--- src/rtl/chebyshev_coeff_sequencer.sv ---
// Coefficient register file plus a streamer that emits (sample, coefficient) pairs in Clenshaw order.
// Optional build macro CHEB_SEQ_LOOP_EN adds loop_en, which restarts directly from DONE.
module chebyshev_coeff_sequencer #(
    parameter int WL      = 2,
    parameter int CL      = 2,
    parameter int N_COEFF = 4,
    parameter int AW      = 2
) (
    input  logic          clock,
    input  logic          reset,
    input  logic          start,
    input  logic [WL-1:0] sample_in,
    input  logic          cw_en,
    input  logic [AW-1:0] cw_addr,
    input  logic [CL-1:0] cw_data,
    input  logic          out_ready,
`ifdef CHEB_SEQ_LOOP_EN
    input  logic          loop_en,
`endif
    output logic          out_valid,
    output logic [WL-1:0] data_out,
    output logic [CL-1:0] coeff_out,
    output logic [AW-1:0] coeff_idx,
    output logic          first,
    output logic          last,
    output logic          busy,
    output logic          done
);
    localparam logic [1:0]    S_IDLE   = 2'd0;
    localparam logic [1:0]    S_STREAM = 2'd1;
    localparam logic [1:0]    S_DONE   = 2'd2;
    localparam logic [AW-1:0] IDX_TOP  = AW'(N_COEFF - 1);

    logic [1:0]    state_q, state_d;
    logic [WL-1:0] sample_q, sample_d;
    logic [AW-1:0] idx_q, idx_d;
    logic          valid_q, valid_d;
    logic          first_q, first_d;
    logic          last_q, last_d;
    logic          busy_q, busy_d;
    logic          done_q, done_d;
    logic [CL-1:0] coeff_q [N_COEFF];
    logic [CL-1:0] coeff_d [N_COEFF];
    logic          xfer;
    logic          restart;

    assign xfer = valid_q && out_ready;

`ifdef CHEB_SEQ_LOOP_EN
    assign restart = ((state_q == S_IDLE) && start) || ((state_q == S_DONE) && loop_en);
`else
    assign restart = (state_q == S_IDLE) && start;
`endif

    always_comb begin
        state_d  = state_q;
        sample_d = sample_q;
        idx_d    = idx_q;
        valid_d  = valid_q;
        first_d  = first_q;
        last_d   = last_q;
        busy_d   = busy_q;
        done_d   = 1'b0;
        coeff_d  = coeff_q;

        // Only in-range addresses match a register, so out-of-range writes fall through.
        if ((state_q == S_IDLE) && cw_en) begin
            for (int i = 0; i < N_COEFF; i++) begin
                if (cw_addr == AW'(i)) coeff_d[i] = cw_data;
            end
        end

        if (restart) begin
            state_d  = S_STREAM;
            sample_d = sample_in;
            idx_d    = IDX_TOP;
            valid_d  = 1'b1;
            first_d  = 1'b1;
            last_d   = 1'b0;
            busy_d   = 1'b1;
        end else begin
            case (state_q)
                S_STREAM: begin
                    if (xfer) begin
                        if (idx_q == '0) begin
                            state_d = S_DONE;
                            valid_d = 1'b0;
                            first_d = 1'b0;
                            last_d  = 1'b0;
                            done_d  = 1'b1;
                        end else begin
                            idx_d   = idx_q - AW'(1);
                            first_d = 1'b0;
                            last_d  = (idx_q == AW'(1));
                        end
                    end
                end
                S_DONE: begin
                    state_d = S_IDLE;
                    busy_d  = 1'b0;
                end
                S_IDLE:  ;
                default: begin
                    state_d = S_IDLE;
                    valid_d = 1'b0;
                    busy_d  = 1'b0;
                end
            endcase
        end
    end

    always_ff @(posedge clock) begin
        if (reset) begin
            state_q  <= S_IDLE;
            sample_q <= '0;
            idx_q    <= '0;
            valid_q  <= 1'b0;
            first_q  <= 1'b0;
            last_q   <= 1'b0;
            busy_q   <= 1'b0;
            done_q   <= 1'b0;
            for (int i = 0; i < N_COEFF; i++) coeff_q[i] <= '0;
        end else begin
            state_q  <= state_d;
            sample_q <= sample_d;
            idx_q    <= idx_d;
            valid_q  <= valid_d;
            first_q  <= first_d;
            last_q   <= last_d;
            busy_q   <= busy_d;
            done_q   <= done_d;
            coeff_q  <= coeff_d;
        end
    end

    assign out_valid = valid_q;
    assign data_out  = sample_q;
    assign coeff_out = coeff_q[idx_q];
    assign coeff_idx = idx_q;
    assign first     = first_q;
    assign last      = last_q;
    assign busy      = busy_q;
    assign done      = done_q;
endmodule

--- config.mk ---
export PLATFORM = sky130hd
export DESIGN_NAME = chebyshev_coeff_sequencer
export DESIGN_NICKNAME = d
export VERILOG_FILES = /design/src/rtl/chebyshev_coeff_sequencer.sv
export SDC_FILE = /design/constraint.sdc
export NUM_CORES = 1
export LEC_CHECK = 0
export BUFFER_PORTS_ARGS = -buffer_cell sky130_fd_sc_hd__buf_2
export CORE_MARGIN = 4
export CORE_UTILIZATION = 54
export CTS_BUF_LIST = sky130_fd_sc_hd__clkbuf_8 sky130_fd_sc_hd__clkbuf_16
export DETAILED_ROUTE_END_ITERATION = 7
export PLACE_DENSITY = 0.81
export SYNTH_ARGS = -nofsm -noshare
export SYNTH_HDL_FRONTEND = slang
export SYNTH_SLANG_ARGS = --single-unit
--- constraint.sdc ---
create_clock -name clock -period 2.8 [get_ports clock]
set_clock_uncertainty 0.1 [all_clocks]
set_input_delay 0.28 -clock clock [delete_from_list [all_inputs] [get_ports clock]]
set_output_delay 0.28 -clock clock [all_outputs]
set_load 0.005 [all_outputs]
---- After elaboration in Yosys (flattened, before gate mapping) ----
Cells that the tools add are included.
cells by class
  $add $sub $neg .......................... 1
  mux-type cells .......................... 22
  $lt $le $gt $ge ......................... 1
  bitwise operators ....................... 4
  multiply operators ...................... 0
  divide/modulo/power cells ............... 0
  shift-type cells ........................ 0
  equal/unequal tests ..................... 14
  reduce and logical (&&, ||, !) cells .... 22
operators by type and width
  cell                 number
  $mux 2               8
  $reduce_and 2->1     6
  $reduce_and 3->1     4
  $mux 1               11
  $ne 2x2->1 const B   4
  $eq 2x1->1 const B   3
  $eq 2x2->1 const B   3
  $logic_not 2->1      3
  $ne 3x3->1 const B   2
  $reduce_or 2->1      3
  $bmux 2 s2           1
  $ne 2x1->1 const B   2
  $pmux 2 s2           1
  $reduce_bool 2->1    2
  $reduce_or 4->1      1
  $ge 3x3->1 const B   1
  $logic_and 1x1->1    3
  $not 1->1            3
  $not 2->3            1
  $pmux 1 s2           1
  $sub 2x1->2 const B  1
storage, ports and cells
  word-level logic and storage cells ...... 77
  memories kept ........................... 0
  output and inout bits ................... 11
  bits in read-only memories .............. 0
  bits in registers ....................... 19
  input bits .............................. 11
  memory bits (writable) .................. 0
  latch bits .............................. 0

---- Longest topological paths before layout ----
  word-level depth ........................ 5
  depth in mapped cells ................... 5
  depth with buffers taken out ............ 5

---- Worst setup path after synthesis ----
No wires, ideal clock.
  path type ............................... flip-flop to flip-flop
  start point ............................. reg idx_q[0], in the netlist coeff_idx[0]
  end point ............................... reg idx_q[1], in the netlist coeff_idx[1]
  data required time ...................... 2.609 ns
  cell stages (with the launch flop) ...... 5
  period minus slack after synthesis ...... 1.398 ns
  slack ................................... 1.402 ns
  arrival ................................. 1.207 ns
  path buffers ............................ 0
  library setup time ...................... 0.091 ns
  cell sequence ........................... dfxtp_1 > inv_1 > ha_1 > or2_0 > a311oi_1
on the way
  cells in the longest elaborated chain, start to end .. 5
  elaborated cells on any way between the ends .. 8
  classes of those cells .................. add/sub: 1; eq/ne: 1; mux: 4; reduce/logical: 2
ends and longest elaborated chain
  item                    line  text
  from (decl)             36    logic [AW-1:0] idx_q, idx_d;
  from (signal assigned)  126   idx_q <= idx_d;
  $sub 2x1->2             92    idx_d = idx_q - AW'(1);
  $mux 2                  85    if (idx_q == '0) begin
  $mux 2                  84    if (xfer) begin
  $mux 2                  82    case (state_q)
  $mux 2                  73    if (restart) begin
Parallel ways exist; a longest one is shown, timed or not. The select of a mux whose other input is x is not followed.
A chain may end at the register's enable or synchronous reset.

---- Worst setup path after layout ----
  start point ............................. reg idx_q[0], in the netlist coeff_idx[0]
  end point ............................... out coeff_out[1]
on the way
  cells in the longest elaborated chain, start to end .. 4
ends and longest elaborated chain
  item                                       line  text
  $not 2->3 (implied by the code)            138   assign coeff_out = coeff_q[idx_q];
  $bmux 2 s2                                 138
  $mux 2 (implied by the code) (2 in a row)  138
  to (decl)                                  22    output logic [CL-1:0] coeff_out,
Every way passes these cells. The select of a mux whose other input is x is not followed.

==> results.rst <==
.. list-table::
   :header-rows: 1

   * - Metric
     - Value
   * - Result of the run
     - complete, no violations
   * - Vias per inst
     - around 5.4
   * - Count of final setup violators
     - 0
   * - Mean cell area of the mapped netlist
     - 10.9 µm²
   * - Die ar.
     - about 2300 µm²
   * - Initial core utilization
     - 57.1%
   * - Distinct cell type count after synthesis
     - 24
   * - Bufs and invs on worst path
     - 1
   * - Shortest clock period the worst path allows after layout
     - 1.74 ns
   * - Fraction of the core area covered by cells at the end of the flow
     - between 60% and 70%
   * - Hold EP
     - data_out[1]
   * - Flop and latch count out of synthesis
     - 19
   * - Cell types occupying the most area after synthesis
     - sky130_fd_sc_hd__dfxtp_1 (45%), sky130_fd_sc_hd__mux2i_1 (13%), sky130_fd_sc_hd__nand2b_1 (8.1%), sky130_fd_sc_hd__mux4_2 (5.3%), sky130_fd_sc_hd__nor4b_1 (3.1%)
   * - Area growth, synth to finish
     - 18.3%
   * - Clock-pin slew on the worst setup and hold paths
     - around 0.06 ns
   * - Gates resized, CTS repair
     - 0
   * - Initial drt markers
     - 7
   * - Crit path capture type
     - output pin
   * - Aggregate global-route resource usage
     - between 10% and 20%
   * - Most used flip-flop cell after synthesis
     - sky130_fd_sc_hd__dfxtp_1
   * - Count of buffers inserted at the top-level ports
     - 21
   * - Remaining global-route overflow
     - 0
   * - Maximum number of pins on one net before global-route repair
     - 22
   * - # nets final
     - between 100 and 150
   * - Drt pass-1 iters
     - 4
   * - Antenna violation net count after detailed routing
     - 0
   * - CTS hold repair buffers
     - 0
   * - Vias in the first global route
     - approximately 600
   * - Final worst path period share
     - 62.1%
   * - Global placement routability congestion
     - ~0.74
   * - Clock tree from TritonCTS
     - built
   * - Category of the critical setup timing path
     - reg -> out
   * - Clock latency of the later-clocked register in the worst-skew pair
     - about 0.25 ns
   * - Maximum buffer depth of the clock tree
     - 2
   * - Number of cells on the worst reg-to-reg path
     - 4
   * - Static leakage
     - roughly 0.46 nW
   * - Total number of H-tree levels
     - 1
   * - Worst slew pin tran
     - about 0.4 ns
   * - Buffers inserted by post-CTS timing repair
     - 0
   * - Largest fanout on the critical path
     - 6
   * - Clk root buf
     - sky130_fd_sc_hd__clkbuf_8
   * - Most common cell in the netlist
     - sky130_fd_sc_hd__dfxtp_1
   * - Area occupied by multi-input gates
     - about 450 µm²
   * - Layout cell share with drive strength beyond 1
     - 28.0%
   * - Hold Path Cell Cnt
     - 3
   * - Via count
     - 625
   * - Number of DRC violations after detailed routing
     - 0
   * - Die extent in y
     - approximately 48 µm
   * - Number of antenna violations at the first check in global routing
     - 0
   * - Leading cell types by count after synthesis
     - sky130_fd_sc_hd__dfxtp_1 (19), sky130_fd_sc_hd__mux2i_1 (11), sky130_fd_sc_hd__nand2b_1 (11)
   * - Number of primary I/O pins
     - 22
   * - Proportion of register bits with asynchronous set or reset after synthesis
     - 0%
   * - Relative max-transition margin
     - between 70% and 80%
   * - Slowest stage cell on the critical path
     - sky130_fd_sc_hd__mux4_2
   * - Wire length reported by the detailed router
     - 1660 µm
   * - CP delay by family, top
     - multiplexers
   * - CP Data Required Time
     - 2.42 ns
   * - TritonCTS buffer count
     - 3
   * - Library cell with the largest summed area after synthesis
     - sky130_fd_sc_hd__dfxtp_1
   * - Post-Syn Instances
     - just under 80
   * - Worst Hold Class
     - in -> reg
   * - Count of max-cap constraint violations
     - 0
   * - Crit path setup slack, layout
     - 1.06 ns
   * - Cell area power density
     - ~550 nW/µm²
   * - Critical path's largest stage delay
     - ~0.52 ns
   * - Post-synthesis instance area
     - about 850 µm²
   * - Final sum of negative setup slack
     - 0 ns
   * - R2r setup slk
     - 1.24 ns
   * - Reg area
     - ~380 µm²
   * - Sum of internal, switching and leakage power
     - 0.000550 W
   * - Number of rows created at floorplan
     - 14
   * - Number of enable flip-flop cells after synthesis
     - 0
   * - Start of the worst register-to-register path
     - coeff_idx[0]
   * - Hold path startpoint
     - sample_in[1]
   * - End of the worst register-to-register path
     - coeff_idx[1]
   * - Num Clock Sinks
     - 19
   * - Endpoint arrival time on the critical path
     - between 1 and 1.5 ns
   * - RSZ-0062 raised after global routing
     - false
   * - Sequential fraction of the synthesis area
     - between 40 and 50%
   * - Fmax
     - 576 MHz
   * - Max Slew Vio Count
     - 0
   * - Total nets after synthesis
     - 91
   * - Synth warnings
     - 0
   * - Cell-by-cell trace of the critical path
     - mux4_2, buf_2
   * - Layout fillers
     - 122
   * - Category of the worst setup path launch point
     - register
   * - Detailed placement HPWL
     - ~1200 µm
   * - Final hold violations
     - 0
   * - Antenna Cells
     - 0
   * - IR drop worst, VDD
     - 0.328 mV
   * - Routed length per placed instance
     - 14.3 µm
   * - DP Worst Slack
     - ~1.3 ns
   * - Width of the die
     - 47.7 µm
   * - Area share of the leading cell type in the synthesized netlist
     - 44.8%
   * - Global-route wire length before repair
     - 2570 µm
   * - Core outline area
     - between 1000 and 1500 µm²
worst max-delay path by stage:
stage,to,startpoint,cells past startpoint
after floorplan,coeff_idx[1],coeff_idx[0],4
after global placement,coeff_out[1],coeff_idx[0],2
after detailed placement,coeff_idx[1],coeff_idx[0],4
after CTS,coeff_out[1],coeff_idx[0],2
after global routing,coeff_out[1],coeff_idx[0],2
final,coeff_out[1],coeff_idx[0],2
sequential cells by signal, summed over array words and instances (netlist names):
name,count
coeff_idx,2
data_out,2
done,1
busy,1
last,1
first,1
out_valid,1
state_q,2
coeff_q,8
routing by layer:
| metal | wire, µm | track usage (%) |
|---|---|---|
| met5 | 0 | 0 |
| met4 | 8 | 8.60 |
| met3 | 87 | 4.89 |
| met2 | 779 | 25.7 |
| met1 | 788 | 21.4 |
cell type report:
type	instances	share of cell area, %
Sequential cell	19	37.9
Clock inverter	1	0.374
Multi-Input combinational cell	54	44.5
Tap cell	16	1.99
Timing Repair Buffer	21	10.5
Inverter	2	0.747
Clock buffer	3	4.11
cells by family (layout without fill, tap and decap cells):
kind of cell	Yosys count	count (layout)	synth area share, %
AND/OR/NAND/NOR	33	33	26.8
flip-flops	19	19	44.8
multiplexers	13	13	18.3
AO/OA/AOI/OAI	6	6	4.56
buffers and inverters	5	27	2.65
adder cells (fa/ha/maj)	2	2	2.95
report_power, final:
group          switching, W  leakage [nW]  total (W)  internal [W]
logic             0.0000352         0.281  0.0000719     0.0000367
clock network     0.0000832        0.0269   0.000180     0.0000972
registers         0.0000139         0.156   0.000298      0.000284
worst min-delay path: stages:
cell and delay, ns:
sky130_fd_sc_hd__buf_2 0.08, sky130_fd_sc_hd__mux2i_1 0.06, sky130_fd_sc_hd__nor2_1 0.08
metrics by stage:
| step | cell area, µm² | std cells | hold slack, ns |
|---|---|---|---|
| floorplan | 850 | 78 | 0.327 |
| global placement | 960 | 112 | 0.357 |
| detailed placement | 960 | 112 | 0.361 |
| CTS | 1000 | 116 | 0.170 |
| global route | 1000 | 116 | 0.218 |
| finish | 1000 | 116 | 0.174 |
layout by cell type, fill, tap and decap left out:
cell	n
sky130_fd_sc_hd__and4b_1	1
sky130_fd_sc_hd__nand4_1	1
sky130_fd_sc_hd__buf_2	21
sky130_fd_sc_hd__mux4_2	2
sky130_fd_sc_hd__nor3b_4	1
sky130_fd_sc_hd__nor4b_1	3
sky130_fd_sc_hd__and2b_1	1
sky130_fd_sc_hd__ha_1	2
sky130_fd_sc_hd__nand3b_1	1
sky130_fd_sc_hd__or2_0	1
sky130_fd_sc_hd__clkbuf_8	3
sky130_fd_sc_hd__nand4b_4	1
sky130_fd_sc_hd__dfxtp_1	19
sky130_fd_sc_hd__inv_1	3
sky130_fd_sc_hd__mux2i_1	11
sky130_fd_sc_hd__nor3b_1	1
sky130_fd_sc_hd__nor3_1	2
sky130_fd_sc_hd__nor2_1	6
sky130_fd_sc_hd__a311oi_1	1
sky130_fd_sc_hd__a21oi_1	3
sky130_fd_sc_hd__nand2b_1	11
sky130_fd_sc_hd__nand2_1	2
sky130_fd_sc_hd__a211oi_1	2
sky130_fd_sc_hd__nand3_1	1
(Power assumes the default switching activity.)
